==> config.mk <==
export PLATFORM = sky130hd
export DESIGN_NAME = hdlc_rx_frame_ctrl
export DESIGN_NICKNAME = d
export VERILOG_FILES = /design/src/rtl/hdlc_pkg.sv /design/src/rtl/hdlc_rx_byte_counter.sv /design/src/rtl/hdlc_rx_frame_ctrl.sv
export SDC_FILE = /design/constraint.sdc
export NUM_CORES = 1
export LEC_CHECK = 0
export CAP_MARGIN = 20
export CORE_MARGIN = 3
export CORE_UTILIZATION = 30
export DETAILED_ROUTE_END_ITERATION = 12
export REMOVE_ABC_BUFFERS = 1
export SETUP_SLACK_MARGIN = 0.3
export SLEW_MARGIN = 40
export SYNTH_ARGS = -nofsm -noshare
export SYNTH_HDL_FRONTEND = slang
export SYNTH_HIERARCHICAL = 1
export SYNTH_SLANG_ARGS = --single-unit
==> constraint.sdc <==
create_clock -name Clk -period 6.88 [get_ports Clk]
set_input_delay 1.032 -clock Clk [delete_from_list [all_inputs] [get_ports Clk]]
set_output_delay 1.032 -clock Clk [all_outputs]
set_load 0.005 [all_outputs]
==> src/rtl/hdlc_pkg.sv <==
// Shared types and default sizing for the HDLC receive control path.
package hdlc_pkg;

    typedef enum logic [1:0] {
        IDLE  = 2'd0,
        FRAME = 2'd1,
        HOLD  = 2'd2
    } rx_state_t;

    localparam int MAX_BYTES = 128;
    localparam int MIN_BYTES = 4;
    localparam int FCS_BYTES = 2;

endpackage

==> src/rtl/hdlc_rx_byte_counter.sv <==
// Saturating byte counter for the Rx buffer; registers the write address of each counted byte.
module hdlc_rx_byte_counter #(
    parameter int MAX_BYTES = 128,
    localparam int CW = $clog2(MAX_BYTES + 1),
    localparam int AW = $clog2(MAX_BYTES)
) (
    input  logic          Clk,
    input  logic          Rst,
    input  logic          Clr,
    input  logic          Inc,
    output logic [CW-1:0] Count,
    output logic [AW-1:0] WrAddr,
    output logic          Full
);

    assign Full = (Count == CW'(MAX_BYTES));

    always_ff @(posedge Clk) begin
        if (Rst || Clr) begin
            Count  <= '0;
            WrAddr <= '0;
        end else if (Inc && !Full) begin
            // The address presented with the write strobe is the pre-increment count.
            WrAddr <= Count[AW-1:0];
            Count  <= Count + 1'b1;
        end
    end

endmodule

==> src/rtl/hdlc_rx_frame_ctrl.sv <==
// Rx frame sequencer: turns flag/abort/byte events into buffer writes and frame status.
//
//   state | meaning
//   IDLE  | waiting for an opening flag; everything else ignored
//   FRAME | receiving bytes into the buffer
//   HOLD  | good frame held for the CPU; line activity discarded
module hdlc_rx_frame_ctrl import hdlc_pkg::*; #(
    parameter int MAX_BYTES = hdlc_pkg::MAX_BYTES,
    parameter int MIN_BYTES = hdlc_pkg::MIN_BYTES,
    parameter int FCS_BYTES = hdlc_pkg::FCS_BYTES,
    localparam int CW = $clog2(MAX_BYTES + 1),
    localparam int AW = $clog2(MAX_BYTES)
) (
    input  logic          Clk,
    input  logic          Rst,
    input  logic          Rx_FlagDetect,
    input  logic          Rx_AbortDetect,
    input  logic          Rx_NewByte,
    input  logic          Rx_FCSerr,
    input  logic          Rx_FCSen,
    input  logic          Rx_Drop,
    input  logic          Rx_RdDone,
    output logic          Rx_ValidFrame,
    output logic          Rx_WrBuff,
    output logic [AW-1:0] Rx_WrAddr,
    output logic          Rx_EoF,
    output logic          Rx_AbortSignal,
    output logic          Rx_Overflow,
    output logic          Rx_FrameError,
    output logic          Rx_Ready,
    output logic [7:0]    Rx_FrameSize
);

    rx_state_t     state, stateNext;
    logic          validNext, wrBuffNext, eofNext, abortNext;
    logic          overflowNext, errorNext, readyNext;
    logic [7:0]    sizeNext;
    logic          cntClr, cntInc, cntFull;
    logic [CW-1:0] count;
    logic          closeErr;
    logic [7:0]    fcsAdj;

    hdlc_rx_byte_counter #(.MAX_BYTES(MAX_BYTES)) uCounter (
        .Clk    (Clk),
        .Rst    (Rst),
        .Clr    (cntClr),
        .Inc    (cntInc),
        .Count  (count),
        .WrAddr (Rx_WrAddr),
        .Full   (cntFull)
    );

    assign closeErr = (Rx_FCSen && Rx_FCSerr) || (count < CW'(MIN_BYTES));
    assign fcsAdj   = Rx_FCSen ? 8'(FCS_BYTES) : 8'd0;

    always_ff @(posedge Clk) begin
        if (Rst) begin
            state          <= IDLE;
            Rx_ValidFrame  <= 1'b0;
            Rx_WrBuff      <= 1'b0;
            Rx_EoF         <= 1'b0;
            Rx_AbortSignal <= 1'b0;
            Rx_Overflow    <= 1'b0;
            Rx_FrameError  <= 1'b0;
            Rx_Ready       <= 1'b0;
            Rx_FrameSize   <= 8'd0;
        end else begin
            state          <= stateNext;
            Rx_ValidFrame  <= validNext;
            Rx_WrBuff      <= wrBuffNext;
            Rx_EoF         <= eofNext;
            Rx_AbortSignal <= abortNext;
            Rx_Overflow    <= overflowNext;
            Rx_FrameError  <= errorNext;
            Rx_Ready       <= readyNext;
            Rx_FrameSize   <= sizeNext;
        end
    end

    always_comb begin
        stateNext    = state;
        validNext    = Rx_ValidFrame;
        wrBuffNext   = 1'b0;
        eofNext      = 1'b0;
        abortNext    = Rx_AbortSignal;
        overflowNext = Rx_Overflow;
        errorNext    = Rx_FrameError;
        readyNext    = Rx_Ready;
        sizeNext     = Rx_FrameSize;
        cntClr       = 1'b0;
        cntInc       = 1'b0;

        case (state)
            IDLE: begin
                if (Rx_FlagDetect) begin
                    stateNext    = FRAME;
                    validNext    = 1'b1;
                    cntClr       = 1'b1;
                    abortNext    = 1'b0;
                    overflowNext = 1'b0;
                    errorNext    = 1'b0;
                end
            end

            FRAME: begin
                // Event priority: abort, drop, flag, byte; the loser is dropped.
                if (Rx_AbortDetect) begin
                    stateNext = IDLE;
                    abortNext = 1'b1;
                    eofNext   = 1'b1;
                    validNext = 1'b0;
                    readyNext = 1'b0;
                end else if (Rx_Drop) begin
                    stateNext = IDLE;
                    validNext = 1'b0;
                end else if (Rx_FlagDetect) begin
                    // A flag with no bytes yet is a shared/idle flag, not a frame end.
                    if (count != '0) begin
                        validNext = 1'b0;
                        eofNext   = 1'b1;
                        errorNext = Rx_FrameError || closeErr;
                        if (closeErr || Rx_FrameError || Rx_Overflow) begin
                            stateNext = IDLE;
                            readyNext = 1'b0;
                        end else begin
                            stateNext = HOLD;
                            readyNext = 1'b1;
                            sizeNext  = 8'(count) - fcsAdj;
                        end
                    end
                end else if (Rx_NewByte) begin
                    if (!cntFull) begin
                        wrBuffNext = 1'b1;
                        cntInc     = 1'b1;
                    end else begin
                        overflowNext = 1'b1;
                    end
                end
            end

            HOLD: begin
                if (Rx_RdDone || Rx_Drop) begin
                    stateNext = IDLE;
                    readyNext = 1'b0;
                    sizeNext  = 8'd0;
                end
            end

            default: begin
                stateNext = IDLE;
            end
        endcase
    end

endmodule

== Word level (Yosys, flattened, before mapping) ==
Index checks and enable logic that the tools add are counted.

* Flip-flop bits (word level): 32
* Input port bits: 9
* Output and inout bits: 22
* Logic and storage cells: 109

* Add/sub/neg operators: 2
* Magnitude comparators: 1
* Eq/ne operators: 19
* Muxes and demuxes: 55
* Bitwise logic cells: 1
* Reduce and logical (&&, ||, !) cells: 20

{| class="wikitable"
|+ Operators by type and width
! operator !! number
|-
| 2-to-1 mux 8 bit || 6
|-
| 2-to-1 mux 1 bit || 34
|-
| != test 2 bit (second input constant) || 11
|-
| 2-to-1 mux 2 bit || 8
|-
| one-hot mux 8 bit (2 select lines) || 1
|-
| AND reduction 7 bit || 2
|-
| one-hot mux 1 bit (2 select lines) || 5
|-
| != test 3 bit (second input constant) || 3
|-
| adder 8 x 1 -> 8 bit (second input constant) || 1
|-
| == test 8 bit (second input constant) || 1
|-
| less-than comparator 8 x 3 -> 1 bit (second input constant) || 1
|-
| != test 4 bit (second input constant) || 2
|-
| AND reduction 4 bit || 2
|-
| nonzero test 8 bit || 1
|-
| subtractor 8 x 2 -> 8 bit || 1
|-
| one-hot mux 2 bit (3 select lines) || 1
|-
| AND reduction 6 bit || 1
|-
| logical OR 1 bit || 5
|-
| AND reduction 5 bit || 1
|-
| nonzero test 2 bit || 2
|-
| AND reduction 3 bit || 1
|-
| == test 2 x 1 -> 1 bit (second input constant) || 1
|-
| == test 2 bit (second input constant) || 1
|-
| logical AND 1 bit || 2
|-
| 4 further kinds || 4
|}

== Logic depth before layout (Yosys ltp) ==
Gate-level depths: netlist of run 1.

* Depth after elaboration: 10
* Depth in mapped cells: 9
* Depth with buffers taken out: 8

== Cells and area by module ==
Netlist of run 1, hierarchy kept.

{| class="wikitable"
|+ By module, submodules not included
! module !! times used !! cells each !! area an instance (um^2)
|-
| hdlc_rx_frame_ctrl || 1 || 114 || 988.4
|-
| hdlc_rx_byte_counter || 1 || 76 || 655.6
|}

== Worst setup path before layout of run 1 ==
Ideal clock, no wire load.

* Path type: input-to-reg
* Start point: input port Rx_AbortDetect
* End point: register uCounter.Count[7]
* Setup time: 0.071 ns
* Arrival: 2.675 ns
* Required time: 6.809 ns
* Path slack: 4.134 ns
* Cell stages on the path: 8
* Path buffers: 2
* Cells stage by stage: clkbuf_1 > nor3_1 > nand3_1 > nor2_1 > buf_2 > nand4_1 > or4_1 > a21oi_1

* Cells in the longest elaborated chain, start to end: 3

{| class="wikitable"
|+ RTL lines
! item !! line !! text
|-
| from (decl) || hdlc_rx_frame_ctrl.sv:17 || <nowiki>input logic Rx_AbortDetect,</nowiki>
|-
| 2-to-1 mux 1 bit || hdlc_rx_frame_ctrl.sv:107 || <nowiki>if (Rx_AbortDetect) begin</nowiki>
|-
| 2-to-1 mux 1 bit || hdlc_rx_frame_ctrl.sv:93 || <nowiki>case (state)</nowiki>
|-
| named net cntInc || hdlc_rx_frame_ctrl.sv:38 || <nowiki>logic cntClr, cntInc, cntFull;</nowiki>
|-
| logical AND 1 bit || hdlc_rx_byte_counter.sv:22 || <nowiki>end else if (Inc && !Full) begin</nowiki>
|-
| to (signal assigned) || hdlc_rx_byte_counter.sv:25 || <nowiki>Count <= Count + 1'b1;</nowiki>
|-
| to (decl) || hdlc_rx_byte_counter.sv:11 || <nowiki>output logic [CW-1:0] Count,</nowiki>
|}

The timed path passes the listed nets, and every way through them passes these cells.
A chain may end at the register's enable or synchronous reset.

== Worst setup path after layout of run 1 ==
Ends and elaborated chain as after synthesis.

==> results by group, run 1 <==
Setup path
  • Worst Path Required: approximately 7 ns
  • Arrival @ worst endpoint: between 3 and 4 ns
  • Setup Crit Path Kind: in -> reg
  • Worst setup SP type: input port
  • Crit Path Max Fanout: 10
  • Worst setup EP type: register

CTS
  • CTS tree: done
  • Post-cts resize count: 0
  • CTS max path bufs: 2
  • Clock transition at the registers of the reported paths: 0.07 ns
  • Post-CTS Setup Inserts: 0
  • Sink Count: 32
  • Root Driver: clkbuf_8
  • CTS buffer count: 5
  • Clock latency on the worst-skew pair: between 0.2 and 0.3 ns
  • H-tree Lvls: 2
  • Hold_buf cts: 0

GRT
  • Vias in the first global route: between 1,000 and 1,500
  • GRT Util Overall: between 10% and 20%
  • Initial antenna violation count: 0
  • Largest net degree at the start of global routing: 24
  • Grt total ovfl: 0
  • First-pass GRT wire length: 6060 um

Timing
  • Final Hold Viols: 0
  • Final Cycle Share: between 40% and 50%
  • Setup Viol. Count Final: 0
  • Hold WS: 0.460 ns
  • Relative slew margins: 51.2%
  • RSZ-0062 raised after global routing: no
  • Minimum clock period: approximately 3.3 ns
  • Final slew viol count: 0
  • Post-route setup TNS: 0 ns
  • Fin Clk Skew: 0.0116 ns
  • Tightest Pin Transition: 0.730 ns
  • Highest Clock Rate: between 200 and 300 MHz

Pwr
  • Leakage power: 0.751 nW
  • Maximum vdd ir drop: 0.0771 mV
  • Cell Pwr Density: 176 mW/mm^2

Synth
  • Synth area leaders: dfxtp_1 (39%), mux2i_1 (7.9%), nand2_1 (5.9%), nand2b_1 (4.2%), ha_1 (3.0%)
  • Async set-reset flop share out of synthesis: 0%
  • Post-synth EDFFs: 0
  • Commonest cells in the synthesized netlist: dfxtp_1 (32), nand2_1 (26), mux2i_1 (13)
  • Post-Synthesis Cells: 190
  • Post-Syn Area: roughly 0.0016 mm^2
  • Ys flop type: dfxtp_1
  • Netlist cell types: 40
  • Seq/Total Area, Yosys: 39.0%
  • Avg Synthesized Cell Area: 8.65 um^2
  • Flops & latches, synth: 32
  • Synth warn: 6
  • Synth area leader: dfxtp_1
  • Top-area cell type share of the netlist area: between 30% and 40%
  • Most common cell in the netlist: dfxtp_1

Min path
  • Hold crit path type: reg -> reg

Die
  • Initial Util: 31.6%
  • Total I/O pin count: 31
  • Die area: 0.00640 mm^2
  • Core Area: 0.00520 mm^2
  • Row cnt: 26
  • Die X: 80.0 um
  • Die H: ~80 um

Routing
  • Drt wl/cell: about 12 um
  • Pre-antenna DRT Iters: 4
  • DR iter-0 viols: just under 60
  • Via density per instance: 4.89
  • Antenna viol nets, final: 0
  • DR vias: 1,424
  • WL final: 3530 um
  • Drt drc: 0

Finish
  • NumNets Final: 233
  • # fillers: 548
  • Share of layout cells above drive strength 1: 5.88%
  • Synthesis-to-finish area growth: 27.6%
  • Diodes inserted: 0

Placement
  • Placer Congestion: ~0.81
  • Port Buffer Count: 30
  • Post-detail-place hpwl: 2590 um

Run
  • Max cap viols: 0

Outcome
  • Status: completed
[placed cells by master, fill, tap and decap left out, types with 2 or more instances in the layout]
master / Yosys / layout
o21ai_0: 7 / 7
and2_1: 2 / 2
nor4_1: 2 / 2
clkbuf_8: 0 / 6
nor3_1: 5 / 5
a22oi_1: 3 / 3
nor2b_1: 5 / 5
a21oi_1: 8 / 8
nand4_1: 4 / 4
inv_1: 9 / 9
dfxtp_1: 32 / 32
o22ai_1: 4 / 4
o31ai_1: 2 / 2
a31oi_1: 2 / 2
nor3b_1: 4 / 4
xor2_1: 5 / 5
or3_1: 4 / 4
ha_1: 4 / 4
nand2b_1: 11 / 11
nand2_1: 26 / 26
nor2_1: 10 / 10
clkdlybuf4s50_1: 0 / 30
mux2i_1: 13 / 13
nand3b_1: 2 / 2
nand3_1: 4 / 4
[path summary, 6_finish.rpt]
check,startpoint,endpoint,slack (ns),cells past startpoint
max,Rx_AbortDetect,uCounter/Count[7]$_SDFFE_PP0P_,3.54,7
min,uCounter/WrAddr[0]$_SDFFE_PP0P_,uCounter/WrAddr[0]$_SDFFE_PP0P_,0.46,2
max reg2reg,state[1]$_SDFFE_PP0P_,uCounter/Count[7]$_SDFFE_PP0P_,4.21,7
min reg2reg,uCounter/WrAddr[0]$_SDFFE_PP0P_,uCounter/WrAddr[0]$_SDFFE_PP0P_,0.46,2
[sequential cells by signal, indices dropped and copies added, names as in the netlist]
name / count
Rx_AbortSignal: 1
Rx_EoF: 1
uCounter/Count: 8
state: 2
Rx_FrameSize: 8
Rx_ValidFrame: 1
Rx_Overflow: 1
Rx_Ready: 1
Rx_FrameError: 1
Rx_WrBuff: 1
uCounter/WrAddr: 7
[routing by layer]
layer	vias to the layer above	global-route usage, %	wire length, um
li1	739	-	-
met1	650	16.1	1770
met2	29	17.3	1550
met3	6	3.72	157
met4	0	4.05	48
met5	-	0	0
[through the flow]
| step | total power, mW | setup slack [ns] | std cells | utilization (%) | area [um^2] |
|---|---|---|---|---|---|
| CTS | 0.373 | 3.54 | 291 | 40.3 | 2100 |
| finish | 0.369 | 3.54 | 291 | 40.3 | 2100 |
| global placement | 0.222 | 3.35 | 283 | 38.5 | 2000 |
| global route | 0.385 | 3.21 | 291 | 40.3 | 2100 |
| detailed placement | 0.222 | 3.24 | 283 | 38.5 | 2000 |
| floorplan | 0.208 | 4.16 | 183 | - | 1620 |
[area by class of cell]
cell class	count	area [um^2]	share of cell area, %
clock inverter	1	7.51	0.358
clock buffer	7	86.3	4.11
multi-input combinational	142	942	44.9
tap	70	87.6	4.17
sequential	32	641	30.5
timing repair buffer	30	300	14.3
inverter	9	33.8	1.61
[worst max-delay path: stages]
cell,delay [ns]
clkdlybuf4s50_1,0.53
nor3_1,0.52
nand3_1,0.17
nor2_1,0.45
nand4_1,0.26
or4_1,0.46
a21oi_1,0.15
[power by group]
part	internal (mW)	total [mW]	switching [mW]	leakage, nW
sequential	0.187	0.188	0.00120	0.258
clock	0.0812	0.151	0.0702	0.0445
combinational	0.0137	0.0290	0.0152	0.448
[cell families (layout without fill, tap and decap cells)]
| family | after synthesis | in the layout | share of synthesized area [%] |
|---|---|---|---|
| xor+xnor | 5 | 5 | 2.66 |
| buf+inv | 16 | 47 | 3.73 |
| compound gates | 36 | 36 | 16.4 |
| flops | 32 | 32 | 39.0 |
| simple gates | 84 | 84 | 27.3 |
| fa+ha+maj | 4 | 4 | 3.04 |
| mux | 13 | 13 | 7.91 |
(Power assumes the default switching activity.)
==> run 2: changes to the inputs <==
Clock period 6.88 ns to 2.9 ns, I/O delays scaled along.
==> run 2 against run 1 <==
Flip-flop and latch count did not move. First-iteration DRC count fell by 21%. Wire length rose by 1.7%. Core utilization rose by 0.50 points. Worst setup slack got worse by 2.8 ns. Clock skew fell by 0.0054 ns. Sequential share of layout area fell by 0.38 points. Die area did not move. Power rose by 140%. Clock power rose by 130%. Sequential power rose by 140%. Final area rose by 1.3%. Critical endpoint is now uCounter/WrAddr[0]$_SDFFE_PP0P_.
==> results by group, run 2 (synthesis results as in run 1) <==
Timing
  • Tightest Pin Transition: 0.475 ns
  • Post-route setup TNS: 0 ns
  • Relative slew margins: between 60% and 70%
  • Final slew viol count: 0
  • Setup Viol. Count Final: 0
  • Minimum clock period: 2.19 ns
  • Setup ws final: 0.705 ns
  • Final Hold Viols: 0
  • Final Cycle Share: 75.7%
  • Highest Clock Rate: about 460 MHz
  • RSZ-0062 raised after global routing: no
  • Fin Clk Skew: 0.00621 ns

Die
  • Die H: 80.0 um
  • Die area: roughly 0.0064 mm^2
  • Row cnt: 26
  • Total I/O pin count: 31
  • Die X: 80.0 um
  • Core Area: 0.00520 mm^2
  • Initial Util: 31.6%

Pwr
  • Sequential Power Share: 51.4%
  • Gate power share: about 8.3%
  • Psw: 0.197 mW
  • Maximum vdd ir drop: 0.309 mV
  • Switch share: between 20% and 30%
  • Internal: 0.673 mW
  • Leakage power: roughly 0.77 nW
  • Cell Pwr Density: 409 mW/mm^2
  • Clock share of power: between 40% and 50%

Outcome
  • Status: completed

Placement
  • Post-detail-place hpwl: 2690 um
  • Placer Congestion: a little over 0.8
  • Dpl ws: just over 0.4 ns
  • Port Buffer Count: 30

CTS
  • Post-cts resize count: 0
  • CTS max path bufs: 2
  • Root Driver: clkbuf_8
  • Sink Count: 32
  • H-tree Lvls: 2
  • CTS buffer count: 5
  • Clock transition at the registers of the reported paths: 0.06 ns
  • CTS tree: done
  • Clock latency on the worst-skew pair: ~0.29 ns
  • Hold_buf cts: 0
  • Post-CTS Setup Inserts: 0

GRT
  • Initial antenna violation count: 0
  • Vias in the first global route: 1,400
  • First-pass GRT wire length: around 6200 um
  • GRT Util Overall: 12.2%
  • Largest net degree at the start of global routing: 14
  • Grt total ovfl: 0

Run
  • Max cap viols: 0

Routing
  • Pre-antenna DRT Iters: 4
  • DR iter-0 viols: 46
  • Via density per instance: 4.97
  • Drt wl/cell: 12.2 um
  • DR vias: 1,465
  • Drt drc: 0
  • WL final: 3590 um
  • Antenna viol nets, final: 0

Setup path
  • CP max-delay cell: clkdlybuf4s50_1
  • Worst setup SP type: input port
  • Crit Path Max Fanout: 9
  • Arrival @ worst endpoint: 2.41 ns
  • Crit path cell chain: clkdlybuf4s50_1 > nor3_1 > nand3_1 > nor2_1 > buf_4 > a21boi_2 > mux2i_1
  • Worst Path Required: 3.11 ns
  • Slowest stage delay, CP: about 0.54 ns
  • Worst setup EP type: register
  • Setup Crit Path Kind: in -> reg

Finish
  • Commonest non-fill, non-tap cells in the layout: dfxtp_1 (32), clkdlybuf4s50_1 (30), nand2_1 (26), mux2i_1 (13), nand2b_1 (11)
  • Reg area: about 640 um^2
  • NumNets Final: 237
  • # fillers: 554
  • Biggest regs: Rx_FrameSize (8), uCounter/Count (8), uCounter/WrAddr (7)
  • Diodes inserted: 0
  • Share of layout cells above drive strength 1: 7.11%
  • Multi-input gate area: 942 um^2
  • Most common cell after layout, fill and taps aside: dfxtp_1
  • Synthesis-to-finish area growth: 29.2%

Min path
  • Hold crit path type: reg -> reg
-- run 2: cell count changes in the layout (fill, tap and decap cells not counted) --
cell / delta
clkinvlp_4: -1
clkbuf_1: +1
buf_4: +4
-- run 2: cell type report --
| type | count | share of cell area [%] |
|---|---|---|
| tap | 70 | 4.12 |
| multi-input combinational | 142 | 44.3 |
| sequential | 32 | 30.2 |
| inverter | 9 | 1.59 |
| timing repair buffer | 34 | 15.5 |
| clock buffer | 8 | 4.24 |
-- run 2: path summary, 6_finish.rpt --
| path | from | slack, ns | to | cells after the start |
|---|---|---|---|---|
| hold / removal | uCounter/WrAddr[0]$_SDFFE_PP0P_ | 0.46 | uCounter/WrAddr[0]$_SDFFE_PP0P_ | 2 |
| setup / recovery | Rx_AbortDetect | 0.71 | uCounter/WrAddr[0]$_SDFFE_PP0P_ | 7 |
| hold reg to reg | uCounter/WrAddr[0]$_SDFFE_PP0P_ | 0.46 | uCounter/WrAddr[0]$_SDFFE_PP0P_ | 2 |
| setup reg to reg | uCounter/Count[0]$_SDFFE_PP0P_ | 0.71 | uCounter/WrAddr[0]$_SDFFE_PP0P_ | 8 |
-- run 2: stage by stage --
step | utilization [%] | instance area [um^2] | power [mW] | hold slack (ns) | std cells
after floorplan | - | 1620 | 0.493 | 0.451 | 183
after CTS | 40.8 | 2120 | 0.888 | 0.465 | 295
after global placement | 39.1 | 2030 | 0.530 | 0.449 | 287
after global routing | 40.8 | 2120 | 0.913 | 0.481 | 295
final | 40.8 | 2120 | 0.870 | 0.461 | 295
after detailed placement | 39.1 | 2030 | 0.530 | 0.456 | 287
-- run 2: critical path, delay by kind of cell --
kind | cells | cell delay, ns
buf+inv | 2 | 0.71
mux | 1 | 0.24
compound gates | 1 | 0.43
simple gates | 3 | 0.59
-- run 2: power groups by stage --
stage               Sequential, mW  Clock, mW  Combinational, mW
global placement             0.457          0             0.0731
detailed placement           0.457          0             0.0729
finish                       0.447      0.351             0.0723
global route                 0.447      0.386             0.0801
floorplan                    0.457          0             0.0365
CTS                          0.447      0.368             0.0732
-- run 2: routing by layer --
metal	share of wire [%]	GRT usage, %	routed length (um)	vias up
li1	-	-	-	751
met1	49	16.2	1760	670
met2	44	17.8	1590	35
met3	4.6	4.29	166	9
met4	1.9	4.90	70	0
met5	0	0	0	-
==> run 3: changes to the inputs <==
Clock period 2.9 ns to 1.8 ns, I/O delays scaled along.
==> run 3 against run 2 <==
Global-route usage is 2.4 points higher. Final area is 25% higher. Via count is 11% higher. Worst setup slack worse by 0.63 ns. Flip-flop and latch count stayed put. Non-clock buffer count is 40 higher. Cell count is 14% higher. Largest cell class unchanged.
==> results by group, run 3 (synthesis results as in run 1) <==
CTS
  • H-tree Lvls: 2
  • Root Driver: clkbuf_8
  • CTS buffer count: 5
  • Sink Count: 32
  • Clock latency on the worst-skew pair: 0.29 ns
  • Clock transition at the registers of the reported paths: about 0.07 ns
  • CTS tree: done
  • CTS max path bufs: 2

Setup path
  • Arrival @ worst endpoint: between 1.5 and 2 ns
  • CP max-delay cell: or4_4
  • Worst Path Required: 2.02 ns
  • Critical path buffers and inverters: 1
  • Crit Path Max Fanout: 8
  • Worst setup EP type: register
  • Setup Crit Path Kind: reg -> reg
  • Crit path cell chain: or4_4 > o311a_4 > o2bb2ai_4 > buf_12 > mux2i_1
  • Slowest stage delay, CP: 0.54 ns
  • Worst setup SP type: register
  • Cell family with most CP delay: simple AND/OR/NAND/NOR gates

Timing
  • Tightest Pin Transition: 0.432 ns
  • Final Cycle Share: between 90% and 100%
  • Setup Viol. Count Final: 0
  • Setup ws final: 0.0739 ns
  • Minimum clock period: 1.73 ns
  • Highest Clock Rate: roughly 580 MHz
  • Final slew viol count: 0
  • Fin Clk Skew: 0.00938 ns
  • Relative slew margins: 71.1%
  • RSZ-0062 raised after global routing: yes
  • Final Hold Viols: 0

Pwr
  • Gate power share: 10.7%
  • Internal: ~1.1 mW
  • Leakage power: 1.08 nW
  • Sequential Power Share: 49.4%
  • Maximum vdd ir drop: just under 0.4 mV
  • Psw: 0.356 mW
  • Switch share: 24.5%
  • Cell Pwr Density: ~550 mW/mm^2
  • Clock share of power: 39.9%

Placement
  • Post-detail-place hpwl: 3120 um
  • Port Buffer Count: 30
  • Placer Congestion: 0.826
  • Dpl ws: -0.310 ns

Outcome
  • Status: completed

Routing
  • Pre-antenna DRT Iters: 4
  • Antenna viol nets, final: 0
  • WL final: 4360 um
  • DR iter-0 viols: 64
  • Via density per instance: 4.87
  • Drt drc: 0
  • Drt wl/cell: approximately 13 um
  • DR vias: approximately 1,600

Finish
  • NumNets Final: around 280
  • Biggest regs: Rx_FrameSize (8), uCounter/Count (8), uCounter/WrAddr (7)
  • Share of layout cells above drive strength 1: 35.5%
  • Synthesis-to-finish area growth: 61.6%
  • Fin util: 51.0%
  • # fillers: 496
  • Diodes inserted: 0
  • Most common cell after layout, fill and taps aside: buf_4
  • Commonest non-fill, non-tap cells in the layout: buf_4 (37), clkdlybuf4s50_1 (27), dfxtp_1 (26), nand2_1 (24), mux2i_1 (13)

Die
  • Die X: 80.0 um
  • Row cnt: 26
  • Total I/O pin count: 31
  • Initial Util: 31.6%
  • Core Area: 0.00520 mm^2
  • Die area: between 0.006 and 0.007 mm^2
  • Die H: approximately 80 um

GRT
  • Vias in the first global route: between 1,500 and 2,000
  • Initial antenna violation count: 0
  • Largest net degree at the start of global routing: 15
  • First-pass GRT wire length: about 7300 um
  • GRT Util Overall: between 10% and 20%
  • Grt total ovfl: 0

Run
  • Max cap viols: 0

Min path
  • Hold crit path type: reg -> reg
## run 3: cell count changes in the layout (fill, tap and decap cells not counted), sizes merged
cell           before  now
buf                 4   44
clkdlybuf4s50      30   27
clkbuf              8    6
clkinv              0    2
dlymetal6s2s        0    2
dlygate4sd2         0    1
## run 3: worst register-to-register path, delay by kind of cell, from the launching register on
family	cells	cell delay (ns)
compound gates	2	0.50
buf+inv	1	0.14
flops	1	0.31
mux	1	0.17
simple gates	1	0.54
## run 3: power groups by stage
stage	Combinational [mW]	Clock [mW]	Sequential [mW]
6_report	0.155	0.580	0.719
5_1_grt	0.170	0.631	0.720
4_1_cts	0.152	0.593	0.719
3_5_place_dp	0.141	0	0.734
3_3_place_gp	0.142	0	0.734
2_1_floorplan	0.0588	0	0.736
## run 3: repair_timing
action / CTS / global route
gates resized for setup: 37 / 19
hold buffers: 0 / 0
pin swaps: 18 / 10
buffers inserted: 6 / 1
endpoints found under the setup margin: 28 / 29
gates cloned: 0 / 0
## run 3: worst paths after layout
kind                                                 startpoint                         endpoint  slack (ns)  depth (start not counted)
worst max register to register   uCounter/Count[5]$_SDFFE_PP0P_     Rx_FrameSize[2]$_SDFFE_PP0P_        0.07                          5
worst min-delay path            uCounter/WrAddr[1]$_SDFFE_PP0P_  uCounter/WrAddr[1]$_SDFFE_PP0P_        0.46                          2
worst min register to register  uCounter/WrAddr[1]$_SDFFE_PP0P_  uCounter/WrAddr[1]$_SDFFE_PP0P_        0.46                          2
worst max-delay path             uCounter/Count[5]$_SDFFE_PP0P_     Rx_FrameSize[2]$_SDFFE_PP0P_        0.07                          5
## run 3: area by class of cell
cell class | instances | area [um^2] | share of cell area [%]
timing repair buffer | 74 | 669 | 25.2
multi-input combinational | 142 | 1120 | 42.3
clock buffer | 6 | 82.6 | 3.11
clock inverter | 2 | 10.0 | 0.377
tap | 70 | 87.6 | 3.30
inverter | 9 | 33.8 | 1.27
sequential | 32 | 648 | 24.4
## run 3: stage by stage
stage / power [mW] / TNS [ns] / area, um^2 / instances / hold WS, ns
global route: 1.52 / -0.00205 / 2660 / 335 / 0.496
global placement: 0.876 / -3.26 / 2290 / 320 / 0.447
CTS: 1.46 / 0 / 2580 / 334 / 0.466
detailed placement: 0.876 / -3.64 / 2290 / 320 / 0.455
finish: 1.45 / 0 / 2660 / 335 / 0.461
floorplan: 0.794 / -4.29 / 1620 / 183 / 0.339
## run 3: layer usage
metal | part of all wire, % | GRT usage, %
met1 | 46 | 18.7
met2 | 47 | 23.2
met3 | 4.5 | 3.84
met4 | 2.0 | 5.41
met5 | 0 | 0
